$ cat src/rtl/key_scan_ctrl.sv
`timescale 1ns/1ps
// key_scan_ctrl: sequenced row scanner for a ROWS x COLS key matrix with
// shared-schedule hysteresis debounce and a press/release event FIFO.
//
// Ports:
//   clk, rst_n    clock, asynchronous active-low reset
//   row_o         row drive, active-low, one-cold
//   col_i         column sense, active-low, asynchronous
//   key_state     debounced level per key, index row*COLS+col
//   evt_valid     event FIFO head valid
//   evt_ready     consumer accept
//   evt_code      key index of head event
//   evt_press     1 = press, 0 = release
//   ovf           sticky: an event was dropped on a full FIFO
//
// Build option: KEY_RELEASE_EVT_EN queues release events as well as
// presses; without it only presses are queued and evt_press is tied 1.
module key_scan_ctrl #(
    parameter  int ROWS       = 4,
    parameter  int COLS       = 5,
    parameter  int SCAN_DIV   = 50000,
    parameter  int DEB_MAX    = 3,
    parameter  int FIFO_DEPTH = 4,
    localparam int KW         = $clog2(ROWS * COLS)
) (
    input  logic                   clk,
    input  logic                   rst_n,
    output logic [ROWS-1:0]        row_o,
    input  logic [COLS-1:0]        col_i,
    output logic [ROWS*COLS-1:0]   key_state,
    output logic                   evt_valid,
    input  logic                   evt_ready,
    output logic [KW-1:0]          evt_code,
    output logic                   evt_press,
    output logic                   ovf
);

    localparam int NK   = ROWS * COLS;
    localparam int RW   = (ROWS > 1) ? $clog2(ROWS) : 1;
    localparam int CMAX = (SCAN_DIV > COLS) ? SCAN_DIV : COLS;
    localparam int CW   = $clog2(CMAX);
    localparam int DW   = $clog2(DEB_MAX + 1);
    localparam int AW   = $clog2(FIFO_DEPTH);
    localparam int PW   = AW + 1;
`ifdef KEY_RELEASE_EVT_EN
    localparam int EW   = KW + 1;
`else
    localparam int EW   = KW;
`endif

    typedef enum logic [1:0] {
        S_DWELL,
        S_LATCH,
        S_UPDATE,
        S_ADVANCE
    } state_t;

    state_t           state_q, state_d;
    logic [CW-1:0]    cnt_q, cnt_d;
    logic [RW-1:0]    row_idx_q, row_idx_d;
    logic [COLS-1:0]  sync1_q, sync2_q, col_q;
    logic [NK-1:0]    key_state_q;
    logic [DW-1:0]    integ_q [NK];

    logic             latch_en, upd_en;
    logic [KW-1:0]    key_idx;
    logic [COLS-1:0]  col_shift;
    logic             col_bit;
    logic [DW-1:0]    integ_cur, integ_nxt;
    logic             ks_cur, rise, fall;
    logic             push;
    logic [EW-1:0]    push_data;

    logic [EW-1:0]    mem_q [FIFO_DEPTH];
    logic [PW-1:0]    wr_q, rd_q;
    logic             ovf_q;
    logic             full, empty, pop, wr_en, drop;
    logic [EW-1:0]    head;

    // State register, scan counters and debounce state
    always_ff @(posedge clk or negedge rst_n) begin
        if (!rst_n) begin
            state_q     <= S_DWELL;
            cnt_q       <= '0;
            row_idx_q   <= '0;
            sync1_q     <= '1;
            sync2_q     <= '1;
            col_q       <= '0;
            key_state_q <= '0;
            for (int i = 0; i < NK; i++) integ_q[i] <= '0;
        end else begin
            state_q   <= state_d;
            cnt_q     <= cnt_d;
            row_idx_q <= row_idx_d;
            sync1_q   <= col_i;
            sync2_q   <= sync1_q;
            if (latch_en) col_q <= ~sync2_q;
            if (upd_en) begin
                integ_q[key_idx] <= integ_nxt;
                if (rise)      key_state_q[key_idx] <= 1'b1;
                else if (fall) key_state_q[key_idx] <= 1'b0;
            end
        end
    end

    // Next-state logic; cnt counts dwell cycles, then columns in UPDATE
    always_comb begin
        state_d   = state_q;
        cnt_d     = cnt_q + CW'(1);
        row_idx_d = row_idx_q;
        unique case (state_q)
            S_DWELL: begin
                if (cnt_q == CW'(SCAN_DIV - 1)) begin
                    state_d = S_LATCH;
                    cnt_d   = '0;
                end
            end
            S_LATCH: begin
                state_d = S_UPDATE;
                cnt_d   = '0;
            end
            S_UPDATE: begin
                if (cnt_q == CW'(COLS - 1)) begin
                    state_d = S_ADVANCE;
                    cnt_d   = '0;
                end
            end
            S_ADVANCE: begin
                state_d   = S_DWELL;
                cnt_d     = '0;
                row_idx_d = (row_idx_q == RW'(ROWS - 1)) ?
                            '0 : row_idx_q + RW'(1);
            end
            default: begin
                state_d = S_DWELL;
                cnt_d   = '0;
            end
        endcase
    end

    // FSM outputs
    always_comb begin
        row_o    = ~(ROWS'(1) << row_idx_q);
        latch_en = (state_q == S_LATCH);
        upd_en   = (state_q == S_UPDATE);
    end

    // One key per UPDATE cycle: saturating integrator with hysteresis
    always_comb begin
        key_idx   = upd_en ?
                    KW'(int'(row_idx_q) * COLS + int'(cnt_q)) : '0;
        col_shift = col_q >> cnt_q;
        col_bit   = col_shift[0];
        integ_cur = integ_q[key_idx];
        if (col_bit)
            integ_nxt = (integ_cur == DW'(DEB_MAX)) ?
                        integ_cur : integ_cur + DW'(1);
        else
            integ_nxt = (integ_cur == '0) ?
                        integ_cur : integ_cur - DW'(1);
        ks_cur = key_state_q[key_idx];
        rise   = upd_en & ~ks_cur & (integ_nxt == DW'(DEB_MAX));
        fall   = upd_en &  ks_cur & (integ_nxt == '0);
`ifdef KEY_RELEASE_EVT_EN
        push      = rise | fall;
        push_data = {rise, key_idx};
`else
        push      = rise;
        push_data = key_idx;
`endif
    end

    // Event FIFO; a full FIFO still accepts a push when it pops that cycle
    always_comb begin
        empty = (wr_q == rd_q);
        full  = ((wr_q - rd_q) == PW'(FIFO_DEPTH));
        pop   = ~empty & evt_ready;
        wr_en = push & (~full | pop);
        drop  = push & full & ~pop;
        head  = mem_q[rd_q[AW-1:0]];
    end

    always_ff @(posedge clk or negedge rst_n) begin
        if (!rst_n) begin
            wr_q  <= '0;
            rd_q  <= '0;
            ovf_q <= 1'b0;
            for (int i = 0; i < FIFO_DEPTH; i++) mem_q[i] <= '0;
        end else begin
            if (wr_en) begin
                mem_q[wr_q[AW-1:0]] <= push_data;
                wr_q <= wr_q + PW'(1);
            end
            if (pop)  rd_q  <= rd_q + PW'(1);
            if (drop) ovf_q <= 1'b1;
        end
    end

    assign key_state = key_state_q;
    assign evt_valid = ~empty;
    assign evt_code  = head[KW-1:0];
`ifdef KEY_RELEASE_EVT_EN
    assign evt_press = head[KW];
`else
    assign evt_press = 1'b1;
`endif
    assign ovf = ovf_q;

endmodule
$ cat config.mk
export PLATFORM = sky130hd
export DESIGN_NAME = key_scan_ctrl
export DESIGN_NICKNAME = d
export VERILOG_FILES = /design/src/rtl/key_scan_ctrl.sv
export SDC_FILE = /design/constraint.sdc
export NUM_CORES = 1
export LEC_CHECK = 0
export BUFFER_PORTS_ARGS = -buffer_cell sky130_fd_sc_hd__buf_2
export CORE_MARGIN = 2
export CORE_UTILIZATION = 46
export DETAILED_ROUTE_END_ITERATION = 10
export HOLD_SLACK_MARGIN = 0.05
export SLEW_MARGIN = 10
export SYNTH_ARGS = -nofsm -noshare
export SYNTH_HDL_FRONTEND = slang
export SYNTH_SLANG_ARGS = --single-unit
$ cat constraint.sdc
create_clock -name clk -period 4.7 [get_ports clk]
set_clock_uncertainty 0.15 [all_clocks]
set_input_delay 0.94 -clock clk [delete_from_list [all_inputs] [get_ports clk]]
set_output_delay 0.94 -clock clk [all_outputs]
set_load 0.005 [all_outputs]
* Yosys cells after proc, flatten, opt, wreduce, memory -nomap -nowiden
Index checks and enable logic that the tools add are counted.
** Storage, ports and cells
- Bits in registers :: 122
- Bits of input ports :: 8
- Output and inout port bits :: 32
- Word-level logic and storage cells :: 124
** Cells by class
- Add/subtract/negate cells :: 8
- Multiply operators :: 1
- $lt $le $gt $ge :: 7
- Eq/ne operators :: 12
- Shift-type cells :: 2
- Multiplexer cells :: 29
- Bitwise logic cells :: 21
- Reduce and logical (&&, ||, !) cells :: 10
** Operator list (number)
- case mux 16 bit (3 select lines) :: 1
- bitwise mux 40 bit :: 1
- two-way mux 20 bit :: 2
- two-way mux 16 bit :: 2
- bitwise AND 20 bit :: 1
- bitwise mux 20 bit :: 1
- two-way mux 5 bit :: 4
- inverter 20 bit :: 1
- bitwise OR 20 bit :: 1
- two-way mux 2 bit :: 9
- adder 16 x 1 -> 16 bit (second input constant) :: 1
- == test 16 bit (second input constant) :: 1
- == test 16 x 3 -> 1 bit (second input constant) :: 1
- >> shifter 5 x 16 -> 1 bit :: 1
- binary-select mux 2 bit (select 5 bit) :: 1
- binary-select mux 5 bit (select 2 bit) :: 1
- demux 2 bit (select 5 bit) :: 1
- demux 5 bit (select 2 bit) :: 1
- == test 2 bit (second input constant) :: 5
- bitwise AND 1 bit :: 8
- case mux 2 bit (4 select lines) :: 1
- adder 3 x 1 -> 3 bit (second input constant) :: 2
- greater-or-equal comparator 3 bit (second input constant) :: 2
- greater-or-equal comparator 6 bit (second input constant) :: 1
- other kinds (29) :: 40

* Longest topological paths before layout
- Word-level depth :: 14
- Gate-level depth with buffers :: 12
- Gate-level depth less buffers :: 10

* Worst setup path after synthesis
No wires, ideal clock.
- Path kind :: reg-to-reg
- Start :: register cnt_q[1]
- End :: register with a tool-made name
- Setup time :: 0.121 ns
- Arrival time :: 3.355 ns
- Data required time :: 4.429 ns
- Slack :: 1.074 ns
- Cell stages (with the launch flop) :: 13
- Buffers on the path :: 2
- Cells stage by stage :: dfrtp_1 ha_1 ha_1 fa_1 clkbuf_1 nor2b_1 a221oi_1 o21ai_1 a21oi_4 o21ai_1 or3_1 buf_2 o22a_1
** RTL lines
- from (decl) :: RTL line 59 : logic [CW-1:0] cnt_q, cnt_d;
- from (signal assigned) :: RTL line 93 : cnt_q <= cnt_d;

* Worst setup path in the final report
- Start :: register cnt_q[1]
- End :: register integ_q[25] (netlist name)
** On the way
- Word-level cells in the longest chain between the ends :: 10
- Elaborated cells on any way between the ends :: 20
** Ends and longest elaborated chain
- adder 5 bit :: RTL line 151 : KW'(int'(row_idx_q) * COLS + int'(cnt_q)) : '0;
- two-way mux 5 bit :: RTL line 150 : key_idx = upd_en ?
- inverter 5 -> 6 bit (not written as such) :: RTL line 99, 154
- binary-select mux 2 bit (select 5 bit) :: RTL line 154 : integ_cur = integ_q[key_idx];
- two-way mux 2 bit (not written as such) (2 in series) :: RTL line 154
- subtractor 2 x 1 -> 2 bit, or another cell as far along :: RTL line 160 : integ_cur : integ_cur - DW'(1);
- two-way mux 2 bit (on tied branches) :: RTL line 159, 156
- two-way mux 2 bit :: RTL line 155 : if (col_bit)
- bitwise mux 40 bit * :: RTL line 99 : integ_q[key_idx] <= integ_nxt;
- to (signal, indexed assignment) :: RTL line 99
- to (decl) :: RTL line 63 : logic [DW-1:0] integ_q [NK];
Every way passes the cells marked *; elsewhere a longest branch is shown, timed or not. The select of a mux whose other input is x is not followed.
A chain may end at the register's enable or synchronous reset.

==> summary.txt <==
==========================================================================================
Number of rows in the core area                                                         42
Layout net count                                                                       654
Met1 layer wirelength in the final routing                                         6450 um
Core ar.                                                                         13200 um2
Async set-reset flop share out of synthesis                                           100%
Area overhead of the layout relative to synthesis                                    15.8%
Met3 wire len                                                                       702 um
TritonCTS clock tree                                                                   yes
Post-DP HPWL                                                                      10100 um
Category of the most critical setup path                                      flip-flop to flip-flop
Starting density of the core                                                         47.1%
Worst IR Drop VDD                                                                   343 uV
Cell Area, Synth                                                                  6210 um2
Measured slew at the worst slew-check pin                                         0.960 ns
Cell-by-cell listing of the critical path                                     ha_1 > ha_1 > fa_1 > nand2_1 > a2111oi_0 > a211o_1 > a2bb2oi_4 > maj3_1 > buf_4 > o21ai_0
Top cell family by delay on the critical path                                  adder cells
Final TNS setup                                                                       0 ns
Endpoint kind of the worst setup timing path                                     flip-flop
TritonCTS Sinks                                                                        122
Register area share after synthesis                                                  49.4%
Number of detailed-route iterations in the first pass                                    5
Number of endpoints failing setup at the final stage                                     0
Count of cell types in the netlist                                                      61
Boundary pin count                                                                      40
Number of antenna violations at the first check in global routing                        0
Post-Synth Simple-Gate Area                                                          16.4%
Headroom to the max-slew limit                                                       36.0%
Mux share of post-synthesis cell area                                                9.03%
Clock Pin Slew Worst Setup and Hold Paths                                          0.06 ns
CTS Buffer Depth                                                                         2
Crit path max-delay cell type                                                 sky130_fd_sc_hd__fa_1
Remaining antenna violation count after routing                                          0
Die W                                                                               120 um
Number of design rule violations left after detail routing                               0
DRT Wirelength                                                                    14400 um
Total global routing track utilization                                               21.6%
Total power per unit cell area                                                  354 nW/um2
Maximum cell stage delay along the critical path                                   0.79 ns
Routed wl met2                                                                     7130 um
Static leakage                                                                     3.23 nW
Cts repair resizes                                                                       0
Cell mode on critical path                                                    sky130_fd_sc_hd__ha_1
Global-route wire length before repair                                            24100 um
Filler instances                                                                      1180
Max-slew violation total from the final report                                           0
Hold violation count in the final report                                                 0
Ant. Diodes                                                                              0
Number of CTS-inserted buffers                                                          17
Run status                                                                    complete, no violations
Share of the clock period used by the worst path after layout                        94.0%
Share of post-route cells with drive strength above 1                                22.0%
Most area-consuming cells after synthesis                                     sky130_fd_sc_hd__dfrtp_1 45%, sky130_fd_sc_hd__ha_1 5.0%, sky130_fd_sc_hd__nand2_1 4.4%
Area fraction of the dominant cell type after synthesis                              45.1%
Largest net degree at the start of global routing                                       75
Total via count after detailed routing                                                4532
Synthesized netlist net count                                                          613
Count of routing violations after the opening detailed-route iteration                 330
Number of flops mapped to enable cells by yosys                                          0
Crit path max fanout                                                                    18
Worst endpoint required time                                                       4.83 ns
Unrepaired setup endpoints after global routing                                         no
Wirelength per Cell                                                                17.8 um
Compound-cell area share of the yosys netlist                                        13.1%
Area used by multi-input combinational logic                                      2930 um2
Average cell area after synthesis                                                 10.7 um2
Worst Path Arrival                                                                 4.55 ns
Yosys synthesis warning count                                                            0
Number of global-route vias before repair                                             4513
Fin crit period                                                                    4.42 ns
F_max                                                                              226 MHz
Aggregate global routing overflow                                                        0
I/O Buffers                                                                             38
Clk_lat worst skew                                                                 0.42 ns
Hold/Removal Path Class                                                       flip-flop to flip-flop
Average via count per standard cell                                                   5.60
Post-synthesis instance total                                                          579
Hold buffer count at cts                                                                 0
Final std cell area, no fill                                                      7190 um2
Dominant combinational cell family by area after synthesis                    simple AND/OR/NAND/NOR gates
Commonest register cell after synthesis                                       sky130_fd_sc_hd__dfrtp_1
Share of synthesized cell area in full adder, half adder and majority cells          5.68%
Buffers & Inverters on Critical Path                                                     1
Area taken by flip-flops and latches                                              3070 um2
Highest Signal Layer                                                                  met4
Number of maximum-capacitance violations                                                 0
FF+latch count, synth                                                                  122
Root buffer cell                                                              sky130_fd_sc_hd__clkbuf_16
Min Hold Slack                                                                    0.204 ns
Global placement routability congestion                                              0.875
Die footprint                                                                    14400 um2
Most area-hungry cell type in the Yosys netlist                               sky130_fd_sc_hd__dfrtp_1
Total setup buffers inserted after CTS                                                   0
Post-placement cell area                                                          6580 um2
H-Tree Level Count                                                                       4
XOR/XNOR Fraction of Synth Area                                                      2.96%
Die Height                                                                          120 um
Startpoint kind of the worst setup timing path                                   flip-flop
==========================================================================================
-- report_power, final --
part           switching [W]  internal, W   total, W
Sequential         0.0000377      0.00107    0.00111
Combinational      0.0000478    0.0000488  0.0000966
Clock               0.000487     0.000851    0.00134
-- cell type report --
| cell class | instances | share of cell area (%) |
|---|---|---|
| Clock buffer | 19 | 6.16 |
| Multi-Input combinational cell | 410 | 40.8 |
| Tap cell | 176 | 3.06 |
| Inverter | 17 | 0.887 |
| Timing Repair Buffer | 52 | 4.14 |
| Sequential cell | 122 | 42.6 |
| Clock inverter | 13 | 2.33 |
-- routing by layer --
layer	track usage (%)	vias up
met2	35.8	112
met5	0	-
met1	28.7	2233
met4	5.51	0
met3	5.28	15
li1	-	2172
-- cell families after synthesis --
logic type	after synthesis
other cells	1
flops	122
mux	43
buf+inv	47
simple gates	194
xor+xnor	21
fa+ha+maj	28
compound gates	123
-- final timing paths --
kind | from | to | slack, ns | cells past startpoint
hold reg to reg | sync1_q[0] | sync2_q[0] | 0.20 | 0
max in group asynchronous | rst_n | mem_q[17] | 2.95 | 2
hold / removal | sync1_q[0] | sync2_q[0] | 0.20 | 0
min in group asynchronous | rst_n | integ_q[32] | 0.50 | 1
setup reg to reg | cnt_q[1] | integ_q[25] | 0.28 | 10
setup / recovery | cnt_q[1] | integ_q[25] | 0.28 | 10
-- worst register-to-register path: stages, from the launching register on --
cell and delay (ns):
sky130_fd_sc_hd__dfrtp_1 0.47, sky130_fd_sc_hd__ha_1 0.34, sky130_fd_sc_hd__ha_1 0.23, sky130_fd_sc_hd__fa_1 0.79, sky130_fd_sc_hd__nand2_1 0.17, sky130_fd_sc_hd__a2111oi_0 0.50, sky130_fd_sc_hd__a211o_1 0.24, sky130_fd_sc_hd__a2bb2oi_4 0.56
sky130_fd_sc_hd__maj3_1 0.47, sky130_fd_sc_hd__buf_4 0.25, sky130_fd_sc_hd__o21ai_0 0.10
-- cells in the mapped netlist (all sizes together) (2+ instances only) --
master   count
a2111oi      2
a211o        2
a211oi       3
a21o         3
a21oi       12
a221oi       4
a22oi        3
a2bb2oi      3
and2         6
and3         5
buf         15
clkbuf      15
dfrtp      112
dfstp       10
ha          25
inv         17
maj3         2
mux2        24
mux2i       11
mux4         8
nand2       73
nand3       14
nand4       14
nor2        40
nor2b        4
nor3         7
nor4        16
o211ai       2
o21ai       60
o22a        10
o31ai       11
or2          2
or3          3
or4          5
xnor2       10
xor2        11
-- cell usage in the layout, fill, tap and decap left out, types with 11 or more instances in the layout --
cell	n
sky130_fd_sc_hd__clkbuf_16	17
sky130_fd_sc_hd__nor2_1	40
sky130_fd_sc_hd__nand2_1	73
sky130_fd_sc_hd__o21ai_0	44
sky130_fd_sc_hd__mux2i_1	11
sky130_fd_sc_hd__nand3_1	13
sky130_fd_sc_hd__nor4_1	11
sky130_fd_sc_hd__mux2_2	24
sky130_fd_sc_hd__o31ai_1	11
sky130_fd_sc_hd__xor2_1	11
sky130_fd_sc_hd__nand4_1	14
sky130_fd_sc_hd__buf_2	37
sky130_fd_sc_hd__dfrtp_1	112
sky130_fd_sc_hd__o21ai_1	16
sky130_fd_sc_hd__inv_1	17
sky130_fd_sc_hd__buf_4	15
sky130_fd_sc_hd__ha_1	25
-- per-stage QoR --
step	std cells	setup WS (ns)	util, %	total power (W)
floorplan	579	1.07	-	0.00118
global placement	777	0.450	49.9	0.00122
detailed placement	777	0.333	49.9	0.00123
CTS	809	0.315	54.5	0.00257
global route	809	0.0185	54.5	0.00264
finish	809	0.281	54.5	0.00255
(Power assumes the default switching activity.)
